**src/rtl/serial_pattern_tx_if.sv**
```systemverilog
// serial_pattern_tx_if
// Bundles the control inputs and serial outputs of serial_pattern_tx.
//   master : pattern source controller (drives start/config, observes stream)
//   slave  : the transmitter itself
// Signals:
//   start, use_default, pat_in[PAT_W], repeat_cnt[CNT_W], abort  (master -> slave)
//   dataout, busy, frame_start, done                              (slave -> master)
interface serial_pattern_tx_if #(
    parameter int PAT_W = 7,
    parameter int CNT_W = 4
);
    logic             start;
    logic             use_default;
    logic [PAT_W-1:0] pat_in;
    logic [CNT_W-1:0] repeat_cnt;
    logic             abort;
    logic             dataout;
    logic             busy;
    logic             frame_start;
    logic             done;

    modport master (
        output start, use_default, pat_in, repeat_cnt, abort,
        input  dataout, busy, frame_start, done
    );

    modport slave (
        input  start, use_default, pat_in, repeat_cnt, abort,
        output dataout, busy, frame_start, done
    );
endinterface

```
**src/rtl/serial_pattern_tx.sv**
```systemverilog
// serial_pattern_tx
// Bit-serial pattern transmitter. Latches a PAT_W-bit pattern on an accepted
// start and shifts it out MSB-first, repeating the frame max(repeat_cnt,1)
// times with GAP idle bit-times between frames.
// Ports:
//   clk    : system clock, rising edge
//   rst_n  : asynchronous active-low reset
//   bus    : serial_pattern_tx_if.slave (start/use_default/pat_in/repeat_cnt/
//            abort in; dataout/busy/frame_start/done out, all registered)
// Optional feature macro SERIAL_PATTERN_TX_PARITY_EN: appends an even-parity
// bit after each frame's LSB, making frames PAT_W+1 bits long.
//
// state | meaning
// IDLE  | waiting for start, outputs low
// SHIFT | shifting frame bits out (and parity bit when enabled)
// GAP   | idle zeros between consecutive frames, busy held high
// DONE  | one-cycle done pulse, then back to IDLE
module serial_pattern_tx #(
    parameter int               PAT_W   = 7,
    parameter logic [PAT_W-1:0] PATTERN = PAT_W'(7'b1101011),
    parameter int               CNT_W   = 4,
    parameter int               GAP     = 0
) (
    input  logic                clk,
    input  logic                rst_n,
    serial_pattern_tx_if.slave  bus
);

`ifdef SERIAL_PATTERN_TX_PARITY_EN
    localparam int FRAME_LEN = PAT_W + 1;
`else
    localparam int FRAME_LEN = PAT_W;
`endif
    localparam int BW = 6;
    localparam logic [BW-1:0] LAST_IDX = BW'(FRAME_LEN - 1);
    localparam logic [7:0]    GAP_M1   = (GAP > 0) ? 8'(GAP - 1) : 8'd0;

    typedef enum logic [1:0] {
        S_IDLE  = 2'd0,
        S_SHIFT = 2'd1,
        S_GAP   = 2'd2,
        S_DONE  = 2'd3
    } state_t;

    state_t           state_q;
    logic [PAT_W-1:0] pat_q;       // latched pattern, reloaded for each frame
    logic [PAT_W-1:0] shreg_q;     // bits still to be sent, MSB next
    logic [BW-1:0]    bit_cnt_q;   // bits remaining in frame after current one
    logic [CNT_W-1:0] frames_q;    // frames remaining including current one
    logic [7:0]       gap_cnt_q;
    logic             dataout_q;
    logic             busy_q;
    logic             frame_start_q;
    logic             done_q;

    logic [PAT_W-1:0] start_pat_d;
    logic [CNT_W-1:0] start_frames_d;
    logic             next_bit_d;

    assign start_pat_d    = bus.use_default ? PATTERN : bus.pat_in;
    assign start_frames_d = (bus.repeat_cnt == '0) ? CNT_W'(1) : bus.repeat_cnt;

`ifdef SERIAL_PATTERN_TX_PARITY_EN
    logic parity_d;
    assign parity_d   = ^pat_q;
    // Last remaining slot of the frame carries the parity bit.
    assign next_bit_d = (bit_cnt_q == BW'(1)) ? parity_d : shreg_q[PAT_W-1];
`else
    assign next_bit_d = shreg_q[PAT_W-1];
`endif

    always_ff @(posedge clk or negedge rst_n) begin
        if (!rst_n) begin
            state_q       <= S_IDLE;
            pat_q         <= '0;
            shreg_q       <= '0;
            bit_cnt_q     <= '0;
            frames_q      <= '0;
            gap_cnt_q     <= '0;
            dataout_q     <= 1'b0;
            busy_q        <= 1'b0;
            frame_start_q <= 1'b0;
            done_q        <= 1'b0;
        end else if (bus.abort) begin
            state_q       <= S_IDLE;
            dataout_q     <= 1'b0;
            busy_q        <= 1'b0;
            frame_start_q <= 1'b0;
            done_q        <= 1'b0;
        end else begin
            frame_start_q <= 1'b0;
            done_q        <= 1'b0;
            case (state_q)
                S_IDLE: begin
                    dataout_q <= 1'b0;
                    busy_q    <= 1'b0;
                    if (bus.start) begin
                        pat_q         <= start_pat_d;
                        shreg_q       <= start_pat_d << 1;
                        frames_q      <= start_frames_d;
                        bit_cnt_q     <= LAST_IDX;
                        dataout_q     <= start_pat_d[PAT_W-1];
                        busy_q        <= 1'b1;
                        frame_start_q <= 1'b1;
                        state_q       <= S_SHIFT;
                    end
                end
                S_SHIFT: begin
                    if (bit_cnt_q != '0) begin
                        dataout_q <= next_bit_d;
                        shreg_q   <= shreg_q << 1;
                        bit_cnt_q <= bit_cnt_q - BW'(1);
                    end else if (frames_q > CNT_W'(1)) begin
                        frames_q <= frames_q - CNT_W'(1);
                        if (GAP > 0) begin
                            dataout_q <= 1'b0;
                            gap_cnt_q <= GAP_M1;
                            state_q   <= S_GAP;
                        end else begin
                            // Back-to-back: next MSB on the very next cycle.
                            shreg_q       <= pat_q << 1;
                            bit_cnt_q     <= LAST_IDX;
                            dataout_q     <= pat_q[PAT_W-1];
                            frame_start_q <= 1'b1;
                        end
                    end else begin
                        frames_q  <= '0;
                        dataout_q <= 1'b0;
                        busy_q    <= 1'b0;
                        done_q    <= 1'b1;
                        state_q   <= S_DONE;
                    end
                end
                S_GAP: begin
                    if (gap_cnt_q != 8'd0) begin
                        gap_cnt_q <= gap_cnt_q - 8'd1;
                    end else begin
                        shreg_q       <= pat_q << 1;
                        bit_cnt_q     <= LAST_IDX;
                        dataout_q     <= pat_q[PAT_W-1];
                        frame_start_q <= 1'b1;
                        state_q       <= S_SHIFT;
                    end
                end
                S_DONE: begin
                    dataout_q <= 1'b0;
                    busy_q    <= 1'b0;
                    state_q   <= S_IDLE;
                end
                default: state_q <= S_IDLE;
            endcase
        end
    end

    assign bus.dataout     = dataout_q;
    assign bus.busy        = busy_q;
    assign bus.frame_start = frame_start_q;
    assign bus.done        = done_q;

endmodule

```
**src/flat_wrapper.sv**
```systemverilog
// flat-port wrapper written by rule: the top's interface ports become plain ports
module serial_pattern_tx_flat 
#(
    parameter int               PAT_W   = 7,
    parameter logic [PAT_W-1:0] PATTERN = PAT_W'(7'b1101011),
    parameter int               CNT_W   = 4,
    parameter int               GAP     = 0
)
  (clk, rst_n, bus_start, bus_use_default, bus_pat_in, bus_repeat_cnt, bus_abort, bus_dataout, bus_busy, bus_frame_start, bus_done);
  serial_pattern_tx_if #(.PAT_W(PAT_W), .CNT_W(CNT_W)) bus_i ();
  input  logic clk;
  input  logic rst_n;
  input wire logic [$bits(bus_i.start)-1:0] bus_start;
  input wire logic [$bits(bus_i.use_default)-1:0] bus_use_default;
  input wire logic [$bits(bus_i.pat_in)-1:0] bus_pat_in;
  input wire logic [$bits(bus_i.repeat_cnt)-1:0] bus_repeat_cnt;
  input wire logic [$bits(bus_i.abort)-1:0] bus_abort;
  output wire logic [$bits(bus_i.dataout)-1:0] bus_dataout;
  output wire logic [$bits(bus_i.busy)-1:0] bus_busy;
  output wire logic [$bits(bus_i.frame_start)-1:0] bus_frame_start;
  output wire logic [$bits(bus_i.done)-1:0] bus_done;
  assign bus_i.start = bus_start;
  assign bus_i.use_default = bus_use_default;
  assign bus_i.pat_in = bus_pat_in;
  assign bus_i.repeat_cnt = bus_repeat_cnt;
  assign bus_i.abort = bus_abort;
  assign bus_dataout = bus_i.dataout;
  assign bus_busy = bus_i.busy;
  assign bus_frame_start = bus_i.frame_start;
  assign bus_done = bus_i.done;
  serial_pattern_tx #(.PAT_W(PAT_W), .PATTERN(PATTERN), .CNT_W(CNT_W), .GAP(GAP)) u_core (.clk(clk), .rst_n(rst_n), .bus(bus_i));
endmodule
```
**config.mk**
```make
export PLATFORM = sky130hd
export DESIGN_NAME = serial_pattern_tx_flat
export DESIGN_NICKNAME = d
export VERILOG_FILES = /design/src/rtl/serial_pattern_tx_if.sv /design/src/rtl/serial_pattern_tx.sv /design/src/flat_wrapper.sv
export SDC_FILE = /design/constraint.sdc
export NUM_CORES = 1
export LEC_CHECK = 0
export CORE_UTILIZATION = 57
export CTS_CLUSTER_DIAMETER = 30
export DETAILED_ROUTE_END_ITERATION = 10
export PLACE_DENSITY = 0.84
export SETUP_SLACK_MARGIN = 0.1
export SYNTH_ARGS = -nofsm -noshare
export SYNTH_HDL_FRONTEND = slang
export SYNTH_SLANG_ARGS = --single-unit
```
**constraint.sdc**
```tcl
create_clock -name clk -period 2.15 [get_ports clk]
set_input_delay 0.43 -clock clk [delete_from_list [all_inputs] [get_ports clk]]
set_output_delay 0.43 -clock clk [all_outputs]
set_load 0.01 [all_outputs]
```
==> summary.txt, run 1 <==
Drt
  • Post-route ant nets: 0
  • Vias per inst: around 6
  • Drt wl/cell: roughly 16 um
  • DRT Wirelength: 4.86 mm
  • Via Count: 1,834
  • DRT Pass-1 Iters: 4
  • Initial DRC count: 108
  • # DRC: 0

Global route
  • Antenna violations before repair: 0
  • Overall routing resource usage: 25.6%
  • Pin count of the biggest net entering global routing: 38
  • Number of global-route vias before repair: between 1,500 and 2,000
  • First-pass GRT wire length: approximately 8 mm
  • Gr ovfl total: 0

Floorplan
  • Die area: 4150 um2
  • Starting Density: 60.1%
  • I/O pins: 20
  • Die Width: between 60 and 70 um
  • Core ar.: about 3700 um2
  • Row count: 22
  • Die Y: 64.4 um

Yosys
  • EDFF count, synth: 0
  • Top FF cell, synth: dfrtp_1
  • Area share of fa/ha/maj cells after synthesis: 4.51%
  • Ys Warns: 0
  • Mean Syn Cell Area: 9.73 um2
  • Post-Syn Nets: 252
  • Async set-reset flop share out of synthesis: 100%
  • Post-synthesis sequential area ratio: 41.7%
  • Post-Synth Simple-Gate Area: 20.8%
  • Mux contribution to synthesized area: under 10%
  • Area fraction in compound gates after synthesis: 21.5%
  • Netlist cell types: 58
  • Xor and xnor area share after synthesis: roughly 2.8%
  • Number of synthesized register bits: 37
  • Syn Std Cell Area: 2220 um2
  • Syn Inst Count: roughly 230
  • Largest family of logic cells by synthesized area: compound AO/OA/AOI/OAI gates

STA
  • Unrepaired setup endpoints after global routing: no
  • Hold Vio Cnt, Final: 0
  • Max Slew Vio Count: 0
  • Fmax: between 500 and 600 MHz
  • Final setup TNS: 0 ns
  • Final setup vio count: 0
  • Hold slack: roughly 0.23 ns
  • Clk_skew: 0.0105 ns
  • Slew headroom: 45.9%
  • Fin crit share: between 90% and 100%
  • Final min period: just under 2 ns
  • Slew @ Worst Pin: 0.812 ns
  • Final worst slack: 0.192 ns

Finish
  • Number of diodes: 0
  • Commonest non-fill, non-tap cell in the layout: dfrtp_1
  • Post-Route Utilization: 70.7%
  • Fin nets: 280
  • Post-route cell area: 2610 um2
  • Most frequent cells in the layout: dfrtp_1, clkdlybuf4s50_1, nor2_1
  • Area grow syn2layout: 17.6%
  • Layout cells sized above 1: between 10% and 20%
  • FILL cells: ~300
  • Finished Layout Cells: a little over 300

Worst setup path
  • Reg-to-reg startpoint: u_core.bit_cnt_q[0]
  • Kind of critical path: register to register
  • Setup crit start kind: register
  • WP data arrival: 2.13 ns
  • Critical Path RT: 2.32 ns
  • CP Capture Type: register
  • CP Max Fanout: 6
  • Critical path origin: u_core.bit_cnt_q[0]

Flow run
  • Number of max-cap violations: 0

Placement
  • DPL Wire Length: 3.50 mm
  • Cell Area, Placed: 2500 um2
  • Final estimated routing congestion in global placement: 0.863
  • Cells after DPL: 296
  • Place WS: around 0.026 ns
  • Buffers on Ports: 19

Power
  • VDD IR max: 0.000806 V
  • Cell Int Power: approximately 1.7 mW
  • Combinational power share: 43.0%
  • Clock power frac: between 10% and 20%
  • Psw: 1.08 mW
  • P_leak: 1.10 nW
  • Power Total: 2.81 mW
  • Sequential Power Share: between 40% and 50%
  • Sw Share: 38.5%
  • Pwr dens: around 1100 nW/um2

Outcome
  • Status: finished clean

CTS
  • CTS Hold Bufs: 0
  • Root buffer cell: clkbuf_8
  • Worst-Skew Late Latency: 0.29 ns
  • H-tree lvl count: 2
  • Clock-pin slew on the worst setup and hold paths: ~0.070 ns
  • Clock Tree Buf Depth: 2
  • CTS tree: done
  • Num Clock Sinks: 37
  • Num CTS Buffers: 5

Hold path
  • Hold crit path type: input pin to async pin
## power groups by stage
stage | sequential [mW] | clock, mW | combinational (mW)
after floorplan | 1.08 | 0 | 0.852
after global placement | 1.12 | 0 | 1.13
after detailed placement | 1.14 | 0 | 1.16
after CTS | 1.12 | 0.473 | 1.17
after global routing | 1.16 | 0.492 | 1.34
final | 1.14 | 0.469 | 1.21
## final timing paths
check	end	slack [ns]	cells after the start
setup / recovery	u_core.frames_q[3]	0.19	6
hold / removal	u_core.bit_cnt_q[5]	0.23	1
setup reg to reg	u_core.frames_q[3]	0.19	6
hold reg to reg	u_core.pat_q[6]	0.49	2
max in group asynchronous	u_core.frames_q[3]	1.41	1
min in group clk	u_core.pat_q[6]	0.49	2
## flip-flops by register name, indices dropped and copies added (netlist names)
register	cells
u_core.bit_cnt_q	6
u_core.bus.done	1
u_core.pat_q	7
u_core.state_q	2
u_core.bus.dataout	1
u_core.bus.frame_start	1
u_core.shreg_q	6
u_core.gap_cnt_q	8
u_core.frames_q	4
u_core.bus.busy	1
## layout make-up
class / instances / area (um2) / share of cell area [%]
multi-input cells: 167 / 1210 / 46.3
well taps: 48 / 60.1 / 2.30
clock buffers: 8 / 80.1 / 3.07
flip-flops and latches: 37 / 926 / 35.5
inverters: 12 / 45.0 / 1.73
repair buffers: 33 / 290 / 11.1
## timing repair
item | CTS | global route
setup buffers | 0 | 1
setup endpoints to repair | 0 | 10
gates resized for setup | 0 | 6
## worst max-delay path: stages, from the launching register on
cell and delay, ns:
dfrtp_1 0.38, inv_1 0.08, ha_1 0.23, or3b_4 0.45, o21ai_4 0.25, nand2b_4 0.09, a221o_1 0.35
## synthesized netlist by cell type, types with 2 or more instances
cell type	instances	area share, %
buf_2	6	1.4
a221o_1	6	2.7
and3_1	4	1.1
o21a_1	4	1.4
mux2_1	5	2.5
a311oi_1	2	0.79
or3_1	4	1.1
and2_1	2	0.56
inv_1	12	2.0
nor3_1	11	2.5
nand4_1	2	0.56
or2_2	2	0.56
a32o_1	5	2.3
o41ai_1	2	0.79
nand4b_1	2	0.79
clkbuf_1	4	0.68
nor3b_2	2	1.1
nand2_1	16	2.7
nand2b_1	6	1.7
a211o_1	2	0.79
dfrtp_1	37	42
mux2i_1	2	0.90
xnor2_1	6	2.4
a21oi_1	13	2.9
o31ai_1	3	1.0
o21ai_0	9	2.0
nor2_1	16	2.7
o211ai_1	2	0.68
nand3_1	5	1.1
ha_1	8	4.5
## metal layers
layer  share of wire (%)  wire [um]  up-vias  track usage (%)
met2                  49       2360       50             41.1
met5                   0          0        -                0
met3                 3.6        177        6             4.46
li1                    -          -      905                -
met1                  46       2260      873             34.2
met4                 1.3         64        0             10.0
## cell families after synthesis
group / Yosys count
xor gates and xnor gates: 7
muxes: 8
and+or+nand+nor: 82
AOI/OAI and AO/OA: 62
adders and majority gates: 8
buffers and inverters: 24
DFF: 37
No activity file was read; power rests on OpenSTA's default activity.
==> run 2: changes to the inputs <==
- REMOVE_ABC_BUFFERS: default -> 1
- TNS_END_PERCENT: default -> 5
==> summary.txt, run 2 (synthesis gave the netlist of run 1 again) <==
STA
  • Fmax: 497 MHz (-2.7%)
  • Final min period: 2.01 ns (+0.0544 ns)
  • Final setup vio count: 0 (unchanged)
  • Hold Vio Cnt, Final: 0 (unchanged)
  • Clk_skew: 0.00395 ns (-0.00658 ns)
  • Unrepaired setup endpoints after global routing: yes
  • Max Slew Vio Count: 0 (unchanged)
  • Fin crit share: 93.6% (+2.5 points)
  • Final worst slack: 0.138 ns (-0.0544 ns)
  • Slew headroom: 64.2% (+18 points)
  • Slew @ Worst Pin: 0.533 ns (-0.279 ns)
  • Hold slack: 0.0736 ns (-0.155 ns)

Floorplan
  • Core ar.: 3690 um2 (unchanged)
  • Die Y: 64.4 um (unchanged)
  • I/O pins: 20 (unchanged)
  • Row count: 22 (unchanged)
  • Starting Density: 60.1% (unchanged)
  • Die area: 4150 um2 (unchanged)
  • Die Width: 64.4 um (unchanged)

Global route
  • Pin count of the biggest net entering global routing: 21 (-45%)
  • First-pass GRT wire length: 8.56 mm (+5.7%)
  • Overall routing resource usage: 26.9% (+1.3 points)
  • Number of global-route vias before repair: 1,807 (+6.2%)
  • Antenna violations before repair: 0 (unchanged)
  • Gr ovfl total: 0 (unchanged)

Flow run
  • Number of max-cap violations: 0 (unchanged)

Placement
  • Place WS: 0.0319 ns (+0.00562 ns)
  • Final estimated routing congestion in global placement: 0.922 (+6.9%)
  • Cells after DPL: 296 (unchanged)
  • DPL Wire Length: 3.56 mm (+1.7%)
  • Buffers on Ports: 19 (unchanged)

CTS
  • Clock Tree Buf Depth: 2 (unchanged)
  • Num CTS Buffers: 5 (unchanged)
  • CTS tree: done
  • Root buffer cell: clkbuf_8
  • Num Clock Sinks: 37 (unchanged)
  • Clock-pin slew on the worst setup and hold paths: 0.07 ns (about the same)
  • CTS Hold Bufs: 0 (unchanged)
  • H-tree lvl count: 2 (unchanged)
  • Worst-Skew Late Latency: 0.29 ns (about the same)

Worst setup path
  • Crit-path max cell delay: 0.44 ns (about the same)
  • Critical Path RT: 2.33 ns (about the same)
  • Critical Path Slowest Stage Cell: dfrtp_1
  • WP data arrival: 2.19 ns (+0.06 ns)
  • Setup crit start kind: register
  • Worst reg-to-reg setup slack: 0.14 ns (-0.05 ns)
  • CP Capture Type: register
  • Worst path cell trace: inv_1, ha_1, nor2_1, or3_1, o211ai_4, mux2_2
  • Kind of critical path: register to register
  • CP Max Fanout: 9 (+3)

Power
  • VDD IR max: 0.000669 V (-17%)
  • Pwr dens: 1110 nW/um2 (+3.3%)
  • Combinational power share: 40.4% (-2.6 points)
  • Clock power frac: 21.1% (+4.4 points)
  • Sequential Power Share: 38.5% (-1.8 points)
  • Sw Share: 36.9% (-1.6 points)
  • P_leak: 1.12 nW (+2.0%)
  • Power Total: 2.94 mW (+4.4%)
  • Cell Int Power: 1.85 mW (+7.1%)
  • Psw: 1.08 mW (about the same)

Drt
  • DRT Wirelength: 4.88 mm (+0.33%)
  • DRT Pass-1 Iters: 4 (unchanged)
  • Drt wl/cell: 15.9 um (about the same)
  • Via Count: 1,891 (+3.1%)
  • Initial DRC count: 180 (+67%)
  • Vias per inst: 6.18 (+2.8%)
  • Post-route ant nets: 0 (unchanged)
  • # DRC: 0 (unchanged)

Finish
  • Max reg flops: 8 (unchanged)
  • Layout cells sized above 1: 14.0% (-0.054 points)
  • Reg with most FFs: u_core.gap_cnt_q
  • Post-Route Utilization: 71.4% (+0.71 points)
  • Finished Layout Cells: 306 (+0.33%)
  • Most frequent cells in the layout: dfrtp_1, clkdlybuf4s50_1, nor2_1, nand2_1, buf_4
  • Biggest regs: u_core.gap_cnt_q: 8 flops, u_core.pat_q: 7 flops
  • Number of diodes: 0 (unchanged)
  • Area grow syn2layout: 18.8%
  • Fin nets: 281 (+0.36%)
  • Commonest non-fill, non-tap cell in the layout: dfrtp_1

Outcome
  • Status: finished clean

Hold path
  • Hold crit path type: input pin to async pin
run 2: critical path, delay by kind of cell, from the launching register on:
kind,cells,cell delay (ns)
AND/OR/NAND/NOR,2,0.48
flip-flops,1,0.44
multiplexers,1,0.37
AO/OA/AOI/OAI,1,0.33
adder cells (fa/ha/maj),1,0.19
buffers and inverters,1,0.09
run 2: final timing paths:
check / startpoint / end / cells after the start
setup / recovery: u_core.frames_q[0] / u_core.shreg_q[5] / 6
hold / removal: rst_n / u_core.frames_q[0] / 1
setup reg to reg: u_core.frames_q[0] / u_core.shreg_q[5] / 6
hold reg to reg: u_core.pat_q[0] / u_core.pat_q[0] / 2
max in group asynchronous: rst_n / u_core.pat_q[2] / 2
min in group clk: u_core.pat_q[0] / u_core.pat_q[0] / 2
run 2: routing by layer:
| layer | vias to the layer above | global-route usage [%] | routed length [um] |
|---|---|---|---|
| li1 | 907 | - | - |
| met1 | 914 | 36.4 | 2230 |
| met2 | 60 | 42.9 | 2310 |
| met3 | 10 | 5.36 | 251 |
| met4 | 0 | 8.61 | 81 |
| met5 | - | 0 | 0 |
run 2: repair_timing:
item,CTS,global route
buffers inserted,0,2
gates resized for setup,1,1
setup endpoints to repair,1,7
pin swaps,0,1
hold endpoints to repair,0,0
run 2: through the flow:
| step | TNS, ns | area (um2) |
|---|---|---|
| finish | 0 | 2640 |
| global route | 0 | 2640 |
| CTS | 0 | 2620 |
| detailed placement | 0 | 2500 |
| global placement | 0 | 2500 |
| floorplan | -0.0991 | 2160 |
run 2: cell type report:
type                       instances  area (um2)
multi-input combinational        167        1190
fill                             288        1050
sequential                        37         926
timing repair buffer              34         298
clock buffer                       7        86.3
tap                               48        60.1
inverter                          12        45.0
clock inverter                     1        30.0
run 2: power by group through the flow:
stage | Sequential, mW | Clock [mW] | Combinational (mW)
6_report | 1.13 | 0.618 | 1.19
5_1_grt | 1.16 | 0.655 | 1.32
4_1_cts | 1.12 | 0.630 | 1.17
3_5_place_dp | 1.14 | 0 | 1.16
3_3_place_gp | 1.13 | 0 | 1.12
2_1_floorplan | 1.08 | 0 | 0.826
==> patch 1: new RTL, config.mk and constraints of run 1 <==
Reset style: synchronous (`rst_n`), changed in one clocked block. Comments in the files are not updated.
--- a/src/rtl/serial_pattern_tx.sv
+++ b/src/rtl/serial_pattern_tx.sv
@@ -70,5 +70,5 @@
 `endif
 
-    always_ff @(posedge clk or negedge rst_n) begin
+    always_ff @(posedge clk) begin
         if (!rst_n) begin
             state_q       <= S_IDLE;
Function: differs if rst_n is asserted again (counterexample within 4 cycles, from zero or initial values and one cycle with rst_n low); with rst_n held inactive, the same outputs for 10 cycles.
==> patch 1 against run 1 <==
  * Worst setup slack got worse by 20 ps
  * Final cell count is 15% higher
  * Sequential cell count did not move
  * Wire length is 23% higher
  * Critical path type unchanged
  * Synthesized area is 3.0% higher
  * Largest cell class unchanged
  * Global-route usage increased by 3.5 points
  * Worst hold slack better by 240 ps
  * Critical endpoint is now u_core.state_q[1]$_SDFFE_PP0P_
  * Final area is 3.9% higher
  * Maximum frequency down 1.0%
  * Synthesized cell count is 20% higher
  * Sequential share of layout area shrank 8.2 points
Power is not compared: it rests on default switching activity, and its combinational part moved more than twofold at a synthesized area within 25%.
==> patch 1: results (changes against run 1) <==
GR Util met1=0.391 (+0.0486); Worst Setup Start Kind=flop; leading registers by flop count=u_core.gap_cnt_q: 8 flops, u_core.pat_q: 7 flops; layout cells sized above 1=0.161 (+0.0211); top routing layer in use=met4; CP endpoint kind=flop; post-route insts no fill=352 (+15%); VDD IR max=0.414 mV; first-pass GRT wire length=9540 um (+18%); metal2 WL=2750 um (+16%); Clock Tree Buf Depth=2 (unchanged); CP max FO=8 (+2); xor/xnor cell area share of the yosys netlist=0.00766 (-0.0200); Initial DRC Count=126 (+17%); multiplexer area fraction after synthesis=0.0219 (-0.0176); syn_area_per_cell=8.37 um2 (-14%); die width=65.3 um (+1.5%); Area contributors post-synth=dfxtp_1 (32%), ha_1 (6.6%), a21oi_1 (5.3%), o21ai_0 (3.5%), a211oi_1 (3.3%); post-synthesis sequential area ratio=0.324 (-0.0933); Post-Syn Nets=301 (+19%); R2R cell count=6 (unchanged); post-synthesis compound-gate area fraction=0.296 (+0.0807); met2 usage=0.447 (+0.0366); Detailed Routing Iterations Pass 1=5 (+1); largest net degree at the start of global routing=23 (-39%); initial antenna violation count=0 (unchanged); Crit-path slowest cell=or4b_4; DPL Wire Length=4240 um (+21%); Port Buffers=19 (unchanged); Met3 Routed Length=455 um (+160%); n_diodes=0 (unchanged); final net count=331 (+18%); Post-synth ARST share=0 (-1.00); Global Route Usage Sum=0.291 (+0.0352); Worst Hold Class=reg -> reg; Layout Skew=8.59 ps (-1.93 ps); cell leakage power=0.00102 uW; Global Route met3 Usage=0.0642 (+0.0196); depth of the CTS H-tree=2 (unchanged); worst reg-to-reg setup slack=170 ps (-20 ps); Arr. time, crit path=2170 ps (+40 ps); most frequent cells after synthesis=dfxtp_1 (37), a21oi_1 (24), nand2_1 (19); DR vias=2319 (+26%); Post-DP Area=2580 um2 (+3.3%); vias in the first global route=2032 (+19%); Routed WL=5980 um (+23%); status=finished, final reports clean; reg-to-reg endpoint=u_core.state_q[1]$_SDFFE_PP0P_; area share of fa/ha/maj cells after synthesis=0.0657 (+0.0206); Distinct cells, synth=57 (-1.7%); Warnings, synthesis=0 (unchanged); worst slew pin tran=506 ps (-306 ps); Cells after DPL=341 (+15%); delay of the slowest critical-path stage=570 ps (+120 ps); Final GP Congestion=0.863 (about the same); clock-pin slew on the worst setup and hold paths=80 ps; WL met1=2630 um (+17%); Pint=1120 uW; FF-to-FF Start=u_core.bit_cnt_q[0]$_SDFFE_PN0P_
[patch 1: changes by cell type after synthesis, sizes merged, moves of 6 or more]
| cell | before | now |
|---|---|---|
| dfrtp | 37 | 0 |
| dfxtp | 0 | 37 |
| a21oi | 13 | 24 |
| a211oi | 1 | 10 |
| o21ai | 11 | 18 |
| a221o | 6 | 0 |
| mux2 | 6 | 0 |
[patch 1: logic make-up (layout without fill, tap and decap cells)]
logic type	Yosys count	after routing
simple gates	89	89
buf+inv	32	62
mux	5	5
fa+ha+maj	12	12
compound gates	96	97
flops	37	37
xor+xnor	2	2
[patch 1: per-stage QoR]
step                setup WS, ps   util
floorplan                    241      -
global placement             140  0.690
detailed placement          48.9  0.690
CTS                          108  0.716
global route                59.3  0.724
finish                       172  0.724
[patch 1: power groups by stage]
| stage | sequential [uW] | combinational [uW] | clock (uW) |
|---|---|---|---|
| 2_1_floorplan | 759 | 256 | 0 |
| 3_3_place_gp | 766 | 361 | 0 |
| 3_5_place_dp | 768 | 365 | 0 |
| 4_1_cts | 752 | 367 | 489 |
| 5_1_grt | 757 | 421 | 513 |
| 6_report | 754 | 388 | 482 |
[patch 1: timing repair]
action / in CTS / in global routing
pin swaps: 1 / 2
gates cloned: 0 / 1
setup buffers: 2 / 0
gates resized for setup: 0 / 7
endpoints found under the setup margin: 2 / 14
[patch 1: layout make-up]
class	count	area, um2
Clock buffer	6	72.6
Clock inverter	2	10.0
Fill cell	308	1030
Inverter	16	60.1
Multi-Input combinational cell	205	1430
Sequential cell	37	741
Tap cell	48	60.1
Timing Repair Buffer	38	333
[patch 1: how the worst min path moves through the flow]
| stage | startpoint | endpoint | slack, ps | depth (start not counted) |
|---|---|---|---|---|
| finish | u_core.shreg_q[1]$_SDFFE_PN0P_ | u_core.shreg_q[1]$_SDFFE_PN0P_ | 470 | 2 |
| global route | u_core.bus.busy$_SDFFE_PP0P_ | u_core.bus.busy$_SDFFE_PP0P_ | 500 | 2 |
| CTS | u_core.shreg_q[1]$_SDFFE_PN0P_ | u_core.shreg_q[1]$_SDFFE_PN0P_ | 460 | 2 |
| detailed placement | u_core.shreg_q[1]$_SDFFE_PN0P_ | u_core.shreg_q[1]$_SDFFE_PN0P_ | 450 | 2 |
| global placement | u_core.shreg_q[4]$_SDFFE_PN0P_ | u_core.shreg_q[4]$_SDFFE_PN0P_ | 450 | 2 |
| floorplan | u_core.shreg_q[4]$_SDFFE_PN0P_ | u_core.shreg_q[4]$_SDFFE_PN0P_ | 430 | 2 |
[patch 1: tightest hold or removal path: cells and delay by family (launching register included)]
family        cells  cell delay (ps)
mux               1               60
flops             1              320
simple gates      1               50
==> patch 2: new RTL, flow settings as in run 1 <==
Without the edit above. `PAT_W` is set to 7 in 3 places; all go to 6.
--- a/src/rtl/serial_pattern_tx_if.sv
+++ b/src/rtl/serial_pattern_tx_if.sv
@@ -7,5 +7,5 @@
 //   dataout, busy, frame_start, done                              (slave -> master)
 interface serial_pattern_tx_if #(
-    parameter int PAT_W = 7,
+    parameter int PAT_W = 6,
     parameter int CNT_W = 4
 );
--- a/src/rtl/serial_pattern_tx.sv
+++ b/src/rtl/serial_pattern_tx.sv
@@ -17,5 +17,5 @@
 // DONE  | one-cycle done pulse, then back to IDLE
 module serial_pattern_tx #(
-    parameter int               PAT_W   = 7,
+    parameter int               PAT_W   = 6,
     parameter logic [PAT_W-1:0] PATTERN = PAT_W'(7'b1101011),
     parameter int               CNT_W   = 4,
--- a/src/flat_wrapper.sv
+++ b/src/flat_wrapper.sv
@@ -2,5 +2,5 @@
 module serial_pattern_tx_flat 
 #(
-    parameter int               PAT_W   = 7,
+    parameter int               PAT_W   = 6,
     parameter logic [PAT_W-1:0] PATTERN = PAT_W'(7'b1101011),
     parameter int               CNT_W   = 4,
Interface: changed (resized bus_pat_in); port bits go from 20 to 19. The function was not compared with the original's and may differ.
==> patch 2 against run 1 <==
  * Final area rose by 2.1%
  * Worst setup slack got worse by 120 ps
  * Critical path depth did not move
  * Wire length rose by 2.4%
  * Sequential share of layout area fell by 2.6 points
  * Synthesized area fell by 6.4%
  * Sequential cell count fell by 2
  * Power rose by 11%
==> patch 2: results (changes against run 1) <==
status=finished, final reports clean; Global Route Usage Sum=0.285 (+0.0292); largest net degree at the start of global routing=36 (-5.3%); non-clk buf share=0.147 (+0.0353); Vias/cell=6.03 (+0.21%); Distinct cells, synth=52 (-10%); VDD IR max=0.723 mV (-10%); Met3 Routed Length=243 um (+37%); worst reg-to-reg setup slack=70 ps (-120 ps); DR vias=1862 (+1.5%); most frequent cells after synthesis=dfrtp_1 (35), inv_1 (19), nand2_1 (17), nor2_1 (16), nor3_1 (10); Final GP Congestion=0.840 (-2.6%); Cells after Synth=217 (-4.8%); delay of the slowest critical-path stage=470 ps (+20 ps); Area contributors post-synth=dfrtp_1 (42%), ha_1 (4.8%), mux2_2 (3.8%), inv_1 (3.4%), nand2_1 (3.1%); first-pass GRT wire length=8510 um (+5.0%); flops & latches, synth=35 (-5.4%); CP Launch Point=u_core.gap_cnt_q[0]$_DFFE_PN0N_; depth of the CTS H-tree=2 (unchanged); post-synthesis sequential area ratio=0.422 (+0.00432); WL/cell=16.1 um (+1.0%); Arr. time, crit path=2340 ps (+210 ps); Setup crit end=u_core.shreg_q[2]$_DFFE_PN0P_; leading registers by flop count=u_core.gap_cnt_q: 8 flops, u_core.bit_cnt_q: 6 flops, u_core.pat_q: 6 flops; Crit-path slowest cell=or4b_4; Global Route met3 Usage=0.0827 (+0.0381); reg-to-reg endpoint=u_core.shreg_q[2]$_DFFE_PN0P_; post-synthesis compound-gate area fraction=0.227 (+0.0116); layout cells sized above 1=0.243 (+0.103); root buffer cell=clkbuf_4; clock-pin slew on the worst setup and hold paths=120 ps (+50 ps); sequential portion of the cell area=0.329 (-0.0261); WL met1=2240 um (-0.66%); nonclk buf count=45 (+36%); count of multi-input gates=156 (-6.6%); number of fillers in the final layout=226 (-24%); multiplexer area fraction after synthesis=0.0476 (+0.00811); vias in the first global route=1826 (+7.3%); Final clock-cell share=0.0258 (-0.00486); Post-Syn Nets=240 (-4.8%); cell leakage power=0.00113 uW (+3.1%); Port Buffers=18 (-1); number of non-clock inverters=19 (+7); Layout Skew=17.2 ps (+6.72 ps)
[patch 2: changes by cell type after synthesis, sizes merged, moves of 4 or more]
cell / before / now
a221o: 6 / 0
o2bb2ai: 1 / 5
buf: 7 / 0
o22ai: 1 / 7
nand2b: 7 / 2
inv: 12 / 19
a21oi: 13 / 9
[patch 2: repair_timing]
action	in CTS	in global routing
pin swaps	4	5
resized for setup	5	12
cloned	0	0
setup buffers	4	4
endpoints found under the setup margin	11	23
[patch 2: power by group]
part | internal [uW] | switching [uW]
sequential | 897 | 218
combinational | 770 | 825
clock | 192 | 234
[patch 2: kinds of logic after synthesis]
group,count (synthesis)
flops,35
xor+xnor,7
buf+inv,26
simple gates,72
fa+ha+maj,8
mux,9
compound gates,60
[patch 2: per-stage QoR]
step | hold slack (ps) | instance area (um2) | setup WS (ps)
after detailed placement | 480 | 2460 | 14.3
after global placement | 456 | 2460 | 77.3
after floorplan | 134 | 2110 | 67.7
after global routing | 488 | 2660 | 10.2
final | 473 | 2660 | 72.7
after CTS | 480 | 2570 | 56.5
